==> config.mk <==
export PLATFORM = sky130hd
export DESIGN_NAME = instr_fetch_queue
export DESIGN_NICKNAME = d
export VERILOG_FILES = /design/src/rtl/cpu_fetch_pkg.sv /design/src/rtl/fetch_fifo.sv /design/src/rtl/instr_fetch_queue_chk.sv /design/src/rtl/instr_fetch_queue.sv
export SDC_FILE = /design/constraint.sdc
export NUM_CORES = 1
export LEC_CHECK = 0
export CELL_PAD_IN_SITES_DETAIL_PLACEMENT = 0
export CELL_PAD_IN_SITES_GLOBAL_PLACEMENT = 2
export CORE_MARGIN = 4
export CORE_UTILIZATION = 40
export CTS_CLUSTER_SIZE = 30
export DETAILED_ROUTE_END_ITERATION = 10
export PLACE_DENSITY_LB_ADDON = 0.25
export SLEW_MARGIN = 0
export SYNTH_ARGS = -nofsm -noshare
export SYNTH_HDL_FRONTEND = slang
export SYNTH_HIERARCHICAL = 1
export SYNTH_SLANG_ARGS = --single-unit
==> constraint.sdc <==
create_clock -name clk -period 4.8 [get_ports clk]
set_input_delay 0.72 -clock clk [delete_from_list [all_inputs] [get_ports clk]]
set_output_delay 0.72 -clock clk [all_outputs]
set_load 0.02 [all_outputs]
==> src/rtl/cpu_fetch_pkg.sv <==
// Shared constants for the instruction fetch front end.
// Defines the instruction and address widths, the NOP encoding and the default reset PC.
package cpu_fetch_pkg;

    localparam int INSTR_W = 32;
    localparam int FETCH_ADDR_W = 32;
    localparam logic [INSTR_W-1:0] NOP_INSTR = 32'h0000_0000;
    localparam logic [FETCH_ADDR_W-1:0] RESET_PC_DEF = 32'h0000_0000;

endpackage

==> src/rtl/fetch_fifo.sv <==
// Synchronous prefetch FIFO holding {pc4, instruction} entries.
// Head data is a 0-cycle read. Flush overrides push and pop.
module fetch_fifo #(
    parameter int DEPTH = 4,
    parameter int WIDTH = 64
) (
    input  logic                       clk,
    input  logic                       rst_n,
    input  logic                       push,
    input  logic                       pop,
    input  logic                       flush,
    input  logic [WIDTH-1:0]           wdata,
    output logic                       full,
    output logic                       empty,
    output logic [$clog2(DEPTH):0]     count,
    output logic [WIDTH-1:0]           rdata
);

    localparam int PW = $clog2(DEPTH);
    localparam int CW = PW + 1;

    logic [WIDTH-1:0] mem_r [DEPTH];
    logic [PW-1:0]    wr_ptr_r;
    logic [PW-1:0]    rd_ptr_r;
    logic [CW-1:0]    count_r;
    logic             do_push_s;
    logic             do_pop_s;

    assign full  = (count_r == CW'(DEPTH));
    assign empty = (count_r == CW'(0));
    assign count = count_r;
    assign rdata = mem_r[rd_ptr_r];

    // A push into a full FIFO is only legal when the head leaves in the same cycle.
    always_comb begin
        do_push_s = push && (!full || pop);
        do_pop_s  = pop && !empty;
    end

    // Pointer and occupancy tracking.
    always_ff @(posedge clk or negedge rst_n) begin
        if (!rst_n) begin
            wr_ptr_r <= PW'(0);
            rd_ptr_r <= PW'(0);
            count_r  <= CW'(0);
        end else if (flush) begin
            wr_ptr_r <= PW'(0);
            rd_ptr_r <= PW'(0);
            count_r  <= CW'(0);
        end else begin
            if (do_push_s) begin
                wr_ptr_r <= wr_ptr_r + PW'(1);
            end
            if (do_pop_s) begin
                rd_ptr_r <= rd_ptr_r + PW'(1);
            end
            case ({do_push_s, do_pop_s})
                2'b10:   count_r <= count_r + CW'(1);
                2'b01:   count_r <= count_r - CW'(1);
                default: count_r <= count_r;
            endcase
        end
    end

    // Entry storage; contents beyond the valid window are don't-care, so no reset.
    always_ff @(posedge clk) begin
        if (do_push_s && !flush) begin
            mem_r[wr_ptr_r] <= wdata;
        end
    end

endmodule

==> src/rtl/instr_fetch_queue_chk.sv <==
// Runtime checks for the fetch queue: FIFO overflow and counter bounds.
module instr_fetch_queue_chk #(
    parameter int DEPTH = 4
) (
    input  logic                   clk,
    input  logic                   rst_n,
    input  logic                   push,
    input  logic                   pop,
    input  logic                   full,
    input  logic [$clog2(DEPTH):0] outstanding,
    input  logic [$clog2(DEPTH):0] drop_cnt
);

    localparam int CW = $clog2(DEPTH) + 1;

    a_no_overflow: assert property (@(posedge clk) disable iff (!rst_n) !(push && full && !pop));
    a_outstanding_bound: assert property (@(posedge clk) disable iff (!rst_n) outstanding <= CW'(DEPTH));
    a_drop_bound: assert property (@(posedge clk) disable iff (!rst_n) drop_cnt <= outstanding);

endmodule

==> src/rtl/instr_fetch_queue.sv <==
// Instruction fetch front end: owns the fetch PC, issues credit-limited in-order reads,
// buffers returned words and feeds IF/ID, dropping stale responses after a redirect.
module instr_fetch_queue
    import cpu_fetch_pkg::*;
#(
    parameter int DEPTH = 4,
    parameter int ADDR_W = FETCH_ADDR_W,
    parameter int DATA_W = INSTR_W,
    parameter logic [ADDR_W-1:0] RESET_PC = ADDR_W'(RESET_PC_DEF)
) (
    input  logic              clk,
    input  logic              rst_n,
    output logic              imem_req_valid,
    input  logic              imem_req_ready,
    output logic [ADDR_W-1:0] imem_req_addr,
    input  logic              imem_rsp_valid,
    input  logic [DATA_W-1:0] imem_rsp_data,
    input  logic              stall,
    input  logic              redirect_valid,
    input  logic [ADDR_W-1:0] redirect_pc,
    output logic              if_id_valid,
    output logic [DATA_W-1:0] if_id_instr,
    output logic [ADDR_W-1:0] if_id_pc4
);

    localparam int CW = $clog2(DEPTH) + 1;
    localparam int EW = ADDR_W + DATA_W;

    logic [ADDR_W-1:0] fetch_pc_r;
    logic [ADDR_W-1:0] rsp_pc_r;
    logic [CW-1:0]     outstanding_r;
    logic [CW-1:0]     drop_cnt_r;
    logic              run_r;

    logic [ADDR_W-1:0] fetch_pc_nxt_s;
    logic [ADDR_W-1:0] rsp_pc_nxt_s;
    logic [CW-1:0]     outstanding_nxt_s;
    logic [CW-1:0]     drop_cnt_nxt_s;

    logic              credit_s;
    logic              accept_s;
    logic              drop_rsp_s;
    logic              push_s;
    logic              pop_s;
    logic              fifo_full_s;
    logic              fifo_empty_s;
    logic [CW-1:0]     fifo_count_s;
    logic [EW-1:0]     fifo_head_s;
    logic [EW-1:0]     fifo_wdata_s;

    // Issue/credit and FIFO handshake decisions.
    always_comb begin
        credit_s       = ({1'b0, outstanding_r} + {1'b0, fifo_count_s}) < (CW+1)'(DEPTH);
        imem_req_valid = run_r && !redirect_valid && credit_s;
        accept_s       = imem_req_valid && imem_req_ready;
        drop_rsp_s     = imem_rsp_valid && (drop_cnt_r != CW'(0));
        push_s         = imem_rsp_valid && (drop_cnt_r == CW'(0)) && !redirect_valid;
        pop_s          = !fifo_empty_s && !stall && !redirect_valid;
        fifo_wdata_s   = {rsp_pc_r + ADDR_W'(4), imem_rsp_data};
        imem_req_addr  = fetch_pc_r;
    end

    // rsp_pc tracks the address of the next live response, so pc tags need no per-request storage.
    always_comb begin
        outstanding_nxt_s = outstanding_r + CW'(accept_s) - CW'(imem_rsp_valid);
        if (redirect_valid) begin
            drop_cnt_nxt_s = outstanding_r - CW'(imem_rsp_valid);
            fetch_pc_nxt_s = redirect_pc;
            rsp_pc_nxt_s   = redirect_pc;
        end else begin
            drop_cnt_nxt_s = drop_cnt_r - CW'(drop_rsp_s);
            fetch_pc_nxt_s = accept_s ? (fetch_pc_r + ADDR_W'(4)) : fetch_pc_r;
            rsp_pc_nxt_s   = push_s ? (rsp_pc_r + ADDR_W'(4)) : rsp_pc_r;
        end
    end

    // Fetch state registers; run_r keeps requests off until the cycle after reset release.
    always_ff @(posedge clk or negedge rst_n) begin
        if (!rst_n) begin
            fetch_pc_r    <= RESET_PC;
            rsp_pc_r      <= RESET_PC;
            outstanding_r <= CW'(0);
            drop_cnt_r    <= CW'(0);
            run_r         <= 1'b0;
        end else begin
            fetch_pc_r    <= fetch_pc_nxt_s;
            rsp_pc_r      <= rsp_pc_nxt_s;
            outstanding_r <= outstanding_nxt_s;
            drop_cnt_r    <= drop_cnt_nxt_s;
            run_r         <= 1'b1;
        end
    end

    fetch_fifo #(
        .DEPTH (DEPTH),
        .WIDTH (EW)
    ) u_fifo (
        .clk   (clk),
        .rst_n (rst_n),
        .push  (push_s),
        .pop   (pop_s),
        .flush (redirect_valid),
        .wdata (fifo_wdata_s),
        .full  (fifo_full_s),
        .empty (fifo_empty_s),
        .count (fifo_count_s),
        .rdata (fifo_head_s)
    );

    // IF/ID view of the FIFO head, forced to NOP/0 when nothing is buffered.
    always_comb begin
        if_id_valid = !fifo_empty_s;
        if (if_id_valid) begin
            if_id_instr = fifo_head_s[DATA_W-1:0];
            if_id_pc4   = fifo_head_s[EW-1:DATA_W];
        end else begin
            if_id_instr = DATA_W'(NOP_INSTR);
            if_id_pc4   = ADDR_W'(0);
        end
    end

    instr_fetch_queue_chk #(
        .DEPTH (DEPTH)
    ) u_chk (
        .clk         (clk),
        .rst_n       (rst_n),
        .push        (push_s),
        .pop         (pop_s),
        .full        (fifo_full_s),
        .outstanding (outstanding_r),
        .drop_cnt    (drop_cnt_r)
    );

endmodule
Word level (Yosys, flattened, before mapping)

Memories as Yosys holds them, arrays and structs flattened.
Cells that the tools add are included.

Flip-flop bits (word level): 78
Bits in latches: 0
Bits in writable memories: 256
ROM bits: 0
Bits of input ports: 70
Logic and storage cells: 63
Memories kept: 1

Add/subtract/negate cells: 11
Multipliers: 0
Divide/modulo/power cells: 0
$lt $le $gt $ge: 1
Eq/ne operators: 3
Shift-type cells: 0
Multiplexer cells: 15
Bitwise operators: 0
Reduce and logical (&&, ||, !) cells: 24

Memories:

| memory       | depth | bits a word | read ports | clocked after Yosys merged registers in | wr ports | line             | text |
|---|---|---|---|---|---|---|---|
| u_fifo.mem_r | 4     | 64          | 1          | 0                                       | 1        | fetch_fifo.sv:22 | `logic [WIDTH-1:0] mem_r [DEPTH];` |

Operator list:

| kind                                                       | number |
|---|---|
| two-way mux 32 bit                                         | 6 |
| adder 32 x 3 -> 32 bit, second input constant              | 2 |
| logical AND 1 bit                                          | 11 |
| subtractor 3 x 1 -> 3 bit                                  | 3 |
| two-way mux 2 bit                                          | 4 |
| nonzero test 2 bit                                         | 4 |
| logical NOT 3 bit                                          | 2 |
| two-way mux 3 bit                                          | 2 |
| case mux 3 bit (2 select lines)                            | 1 |
| nonzero test 3 bit                                         | 2 |
| adder 2 x 1 -> 2 bit, second input constant                | 2 |
| adder 3 x 3 -> 4 bit                                       | 1 |
| logical NOT 1 bit                                          | 4 |
| less-than comparator 4 x 3 -> 1 bit, second input constant | 1 |
| adder 3 x 1 -> 3 bit                                       | 1 |
| adder 3 x 1 -> 3 bit, second input constant                | 1 |
| equality test 3 bit, second input constant                 | 1 |
| subtractor 3 x 1 -> 3 bit, second input constant           | 1 |
| equality test 2 x 1 -> 1 bit, second input constant        | 1 |
| equality test 2 bit, second input constant                 | 1 |
| two-way mux 1 bit                                          | 2 |
| logical OR 1 bit                                           | 1 |

Logic depth before layout (Yosys ltp)

Word-level depth: 9
Depth in mapped cells: 14

Modules after synthesis

The synthesis kept the hierarchy.

By module, submodules not included:

| module            | times used | cells an instance | area each (um^2) |
|---|---|---|---|
| fetch_fifo        | 1          | 397               | 9,764.4 |
| instr_fetch_queue | 1          | 567               | 4,924.7 |

Least setup slack after synthesis

No wires, ideal clock.

Kind: input -> register
From: input redirect_valid
To: memory u_fifo.mem_r[0][0], enable pin
Library setup time: 429 ps
Arrival time: 3,511 ps
Setup slack: 860 ps
Stages on the path: 8
Cell sequence: buf_2 buf_1 clkbuf_1 nor3_1 buf_2 nor4b_2 nor3_1 and2_1

Cells in the longest elaborated chain, start to end: 7
Elaborated cells on any way between the ends: 8
Classes of those cells: mux (2); reduce/logical (6)

RTL lines:

| item                                    | line                    | text |
|---|---|---|
| from (decl)                             | instr_fetch_queue.sv:19 | `input logic redirect_valid,` |
| logical NOT 1 bit                       | instr_fetch_queue.sv:58 | `pop_s = !fifo_empty_s && !stall && !redirect_valid;` |
| logical AND 1 bit                       | instr_fetch_queue.sv:58 |  |
| named net pop_s                         | instr_fetch_queue.sv:44 | `logic pop_s;` |
| logical OR 1 bit                        | fetch_fifo.sv:36        | `do_push_s = push && (!full \|\| pop);` |
| logical AND 1 bit                       | fetch_fifo.sv:36        |  |
| logical AND 1 bit                       | fetch_fifo.sv:67        | `if (do_push_s && !flush) begin` |
| two-way mux 1 bit                       | fetch_fifo.sv:67        |  |
| two-way mux 1 bit (implied by the code) | fetch_fifo.sv:68        | `mem_r[wr_ptr_r] <= wdata;` |
| to (decl)                               | fetch_fifo.sv:22        |  |

The timed path passes the listed nets, and every way through them passes these cells.

Final worst setup path

From: register u_fifo.rd_ptr_r[0]
To: output if_id_pc4[17]

Cells in the longest elaborated chain, start to end: 2

RTL lines:

| item                      | line                     | text |
|---|---|---|
| from (decl)               | fetch_fifo.sv:24         | `logic [PW-1:0] rd_ptr_r;` |
| from (signal assigned)    | fetch_fifo.sv:55         | `rd_ptr_r <= rd_ptr_r + PW'(1);` |
| memory read (4 x 64 bit)  | --                       |  |
| named net fifo_head_s[49] | instr_fetch_queue.sv:48  | `logic [EW-1:0] fifo_head_s;` |
| two-way mux 32 bit        | instr_fetch_queue.sv:113 | `if (if_id_valid) begin` |
| to (decl)                 | instr_fetch_queue.sv:23  | `output logic [ADDR_W-1:0] if_id_pc4` |

The timed path passes the listed nets, and every way through them passes these cells.

==> summary.md <==
CTS
• 0 — post-cts resize count
• 3 — clock buffer depth
• 36 — total clock buffers created by CTS
• 0.06 ns — clock transition at the register clock pins on the worst setup and hold paths after CTS
• 0.51 ns — latest clock arrival within the worst-skew pair
• 334 — number of clock sinks
• clkbuf_16 — root buffer selected by CTS
• 0 — Post-CTS Setup Repair Bufs
• 0 — hold buffers post-CTS
• 2 — maximum level of the CTS H-tree
• yes — TritonCTS clock tree

Cells and area
• 50.22% — fin util
• 14.79% — proportion of layout cells with a drive suffix above 1
• edfxtp_1, clkdlybuf4s50_1, dfrtp_1, nor2b_1, mux4_2 — commonest cells after routing, fill and taps aside
• 22.83% — area grow syn2layout
• 1,617 — Post-Layout Cell Count
• 0 — number of antenna diodes
• edfxtp_1 — most common cell after layout, fill and taps aside
• 1,220 — final-stage net count

Floorplanning
• 69 — Cell Rows
• 40.88% — Starting Density
• 199.6 um — Die Span Y
• 39,840 um2 — Die Outline Area
• 199.6 um — die boundary width
• 168 — count of pins on the block boundary
• 35,910 um2 — core area

Timing
• 0.01375 ns — worst clock skew on the final layout
• no — setup repair after global routing missed its margin
• 76.71% — share of the cycle needed by the critical path after routing
• 1.103 ns — transition time at the pin with the least slew margin
• 0.2246 ns — post-route worst hold slack
• 0 — Final Max Slew Viols
• 0 ns — setup TNS after final layout
• 26.18% — worst-case headroom to the max-slew limit
• 0 — final hold vios
• 0 — final setup violation count
• 271.6 MHz — achievable clock frequency
• 3.682 ns — final critical-path required period

Flow run
• 0 — Maximum Capacitance Violations

Route
• 0 — remaining number of nets flagged by the antenna check after routing
• 8,409 — via count
• 497 — Iter 0 DRT Violations
• 4 — drt first pass iters
• 0 — Post-route DRC
• 19.87 um — mean routed wirelength per cell
• 32.12 mm — total detailed-routing wirelength
• 5.200 — ratio of routed vias to standard cells

Placement
• 0.7520 — weighted congestion at the end of routability-driven global placement
• 21.53 mm — DP Wirelength
• 167 — I/O Buffers
• 1,557 — number of cells in the design after placement

Power
• 375.7 nW/um2 — PD cells
• 5.152 mW — internal power
• 6.777 mW — Power Total
• 5.961 nW — Lkg Pwr
• 1.624 mW — net switching power of the design
• 50.1% — share of total power in sequential cells
• 11.4% — Comb pwr share
• 38.5% — clock network fraction of total power
• 23.97% — switching power as a share of total power
• 0.2087 mV — peak supply drop

Yosys
• 963 — Post-Synthesis Cells
• 1,049 — net count after synthesis
• 14,680 um2 — combined area of all synthesized cells
• 6 — synth warn
• 15.25 um2 — synthesized area per cell

GRT
• 0 — overflow left after global routing
• 8,679 — vias in the first global route
• 16.22% — Global Route Usage Sum
• 68 — pin count of the biggest net entering global routing
• 0 — initial antenna violation count
• 50.67 mm — global-route wire length before repair

Worst setup path
• buffers and inverters — crit-path leading delay family
• buf_12 > mux4_2 > nor2b_1 > clkdlybuf4s50_1 — critical-path cell list
• output pin — CP Capture Type
• 0.66 ns — largest stage delay on the critical path
• flip-flop — kind of start point of the critical path
• dfrtp_4 — worst-path cell with the longest stage delay
• u_fifo/count[0] — launch instance of the worst register-to-register path
• 2.96 ns — worst endpoint data arrival time
• 49 — crit path max fanout
• flip-flop to output pin — critical path class
• 4.08 ns — Data required, critical path
• 2 — buffering stage count on the worst path with inverters included
• u_fifo/rd_ptr_r[0] — crit path launch

Outcome
• finished clean — run status

Min path
• input pin to asynchronous set/reset pin — classification of the worst-slack hold path

-- layer usage --
layer / track usage (%) / part of all wire, % / vias up
li1: - / - / 3996
met1: 24.34 / 48 / 4168
met2: 25.23 / 45 / 208
met3: 2.765 / 4.7 / 37
met4: 3.321 / 1.5 / 0
met5: 0 / 0 / -
-- power by group through the flow --
stage	logic (mW)	registers (mW)	clock network [mW]
after global routing	0.860	3.41	2.82
after detailed placement	0.786	3.45	0
final	0.773	3.39	2.61
after floorplan	0.424	3.44	0
after CTS	0.790	3.39	2.68
after global placement	0.776	3.45	0
-- state kept, by name, indices dropped and copies added (netlist names) --
name	flops
drop_cnt_r	3
imem_req_addr	32
outstanding_r	3
rsp_pc_r	32
run_r	1
u_fifo/count	3
u_fifo/mem_r	256
u_fifo/rd_ptr_r	2
u_fifo/wr_ptr_r	2
-- worst paths after layout --
kind | cells after the start | slack (ns) | endpoint
hold / removal | 1 | 0.22 | outstanding_r[0]
max in group asynchronous | 2 | 3.65 | rsp_pc_r[1]
setup / recovery | 4 | 1.12 | if_id_pc4[17]
min in group clk | 2 | 0.51 | u_fifo/wr_ptr_r[1]
setup reg to reg | 8 | 1.69 | u_fifo/mem_r[2][10]
hold reg to reg | 2 | 0.52 | imem_req_addr[0]
-- through the flow --
stage / instance area, um2 / setup slack [ns]
after CTS: 18030 / 1.027
after global routing: 18030 / 0.9437
after detailed placement: 16930 / 0.8639
after floorplan: 14680 / 0.8599
final: 18030 / 1.118
after global placement: 16930 / 0.8896
-- final cells by class --
type,count,area (um2)
Multi-Input combinational cell,551,4713
Timing Repair Buffer,187,1902
Clock inverter,17,181.4
Clock buffer,43,927.1
Fill cell,3040,17880
Inverter,24,90.09
Sequential cell,334,9644
Tap cell,461,576.8
(Power assumes the default switching activity.)
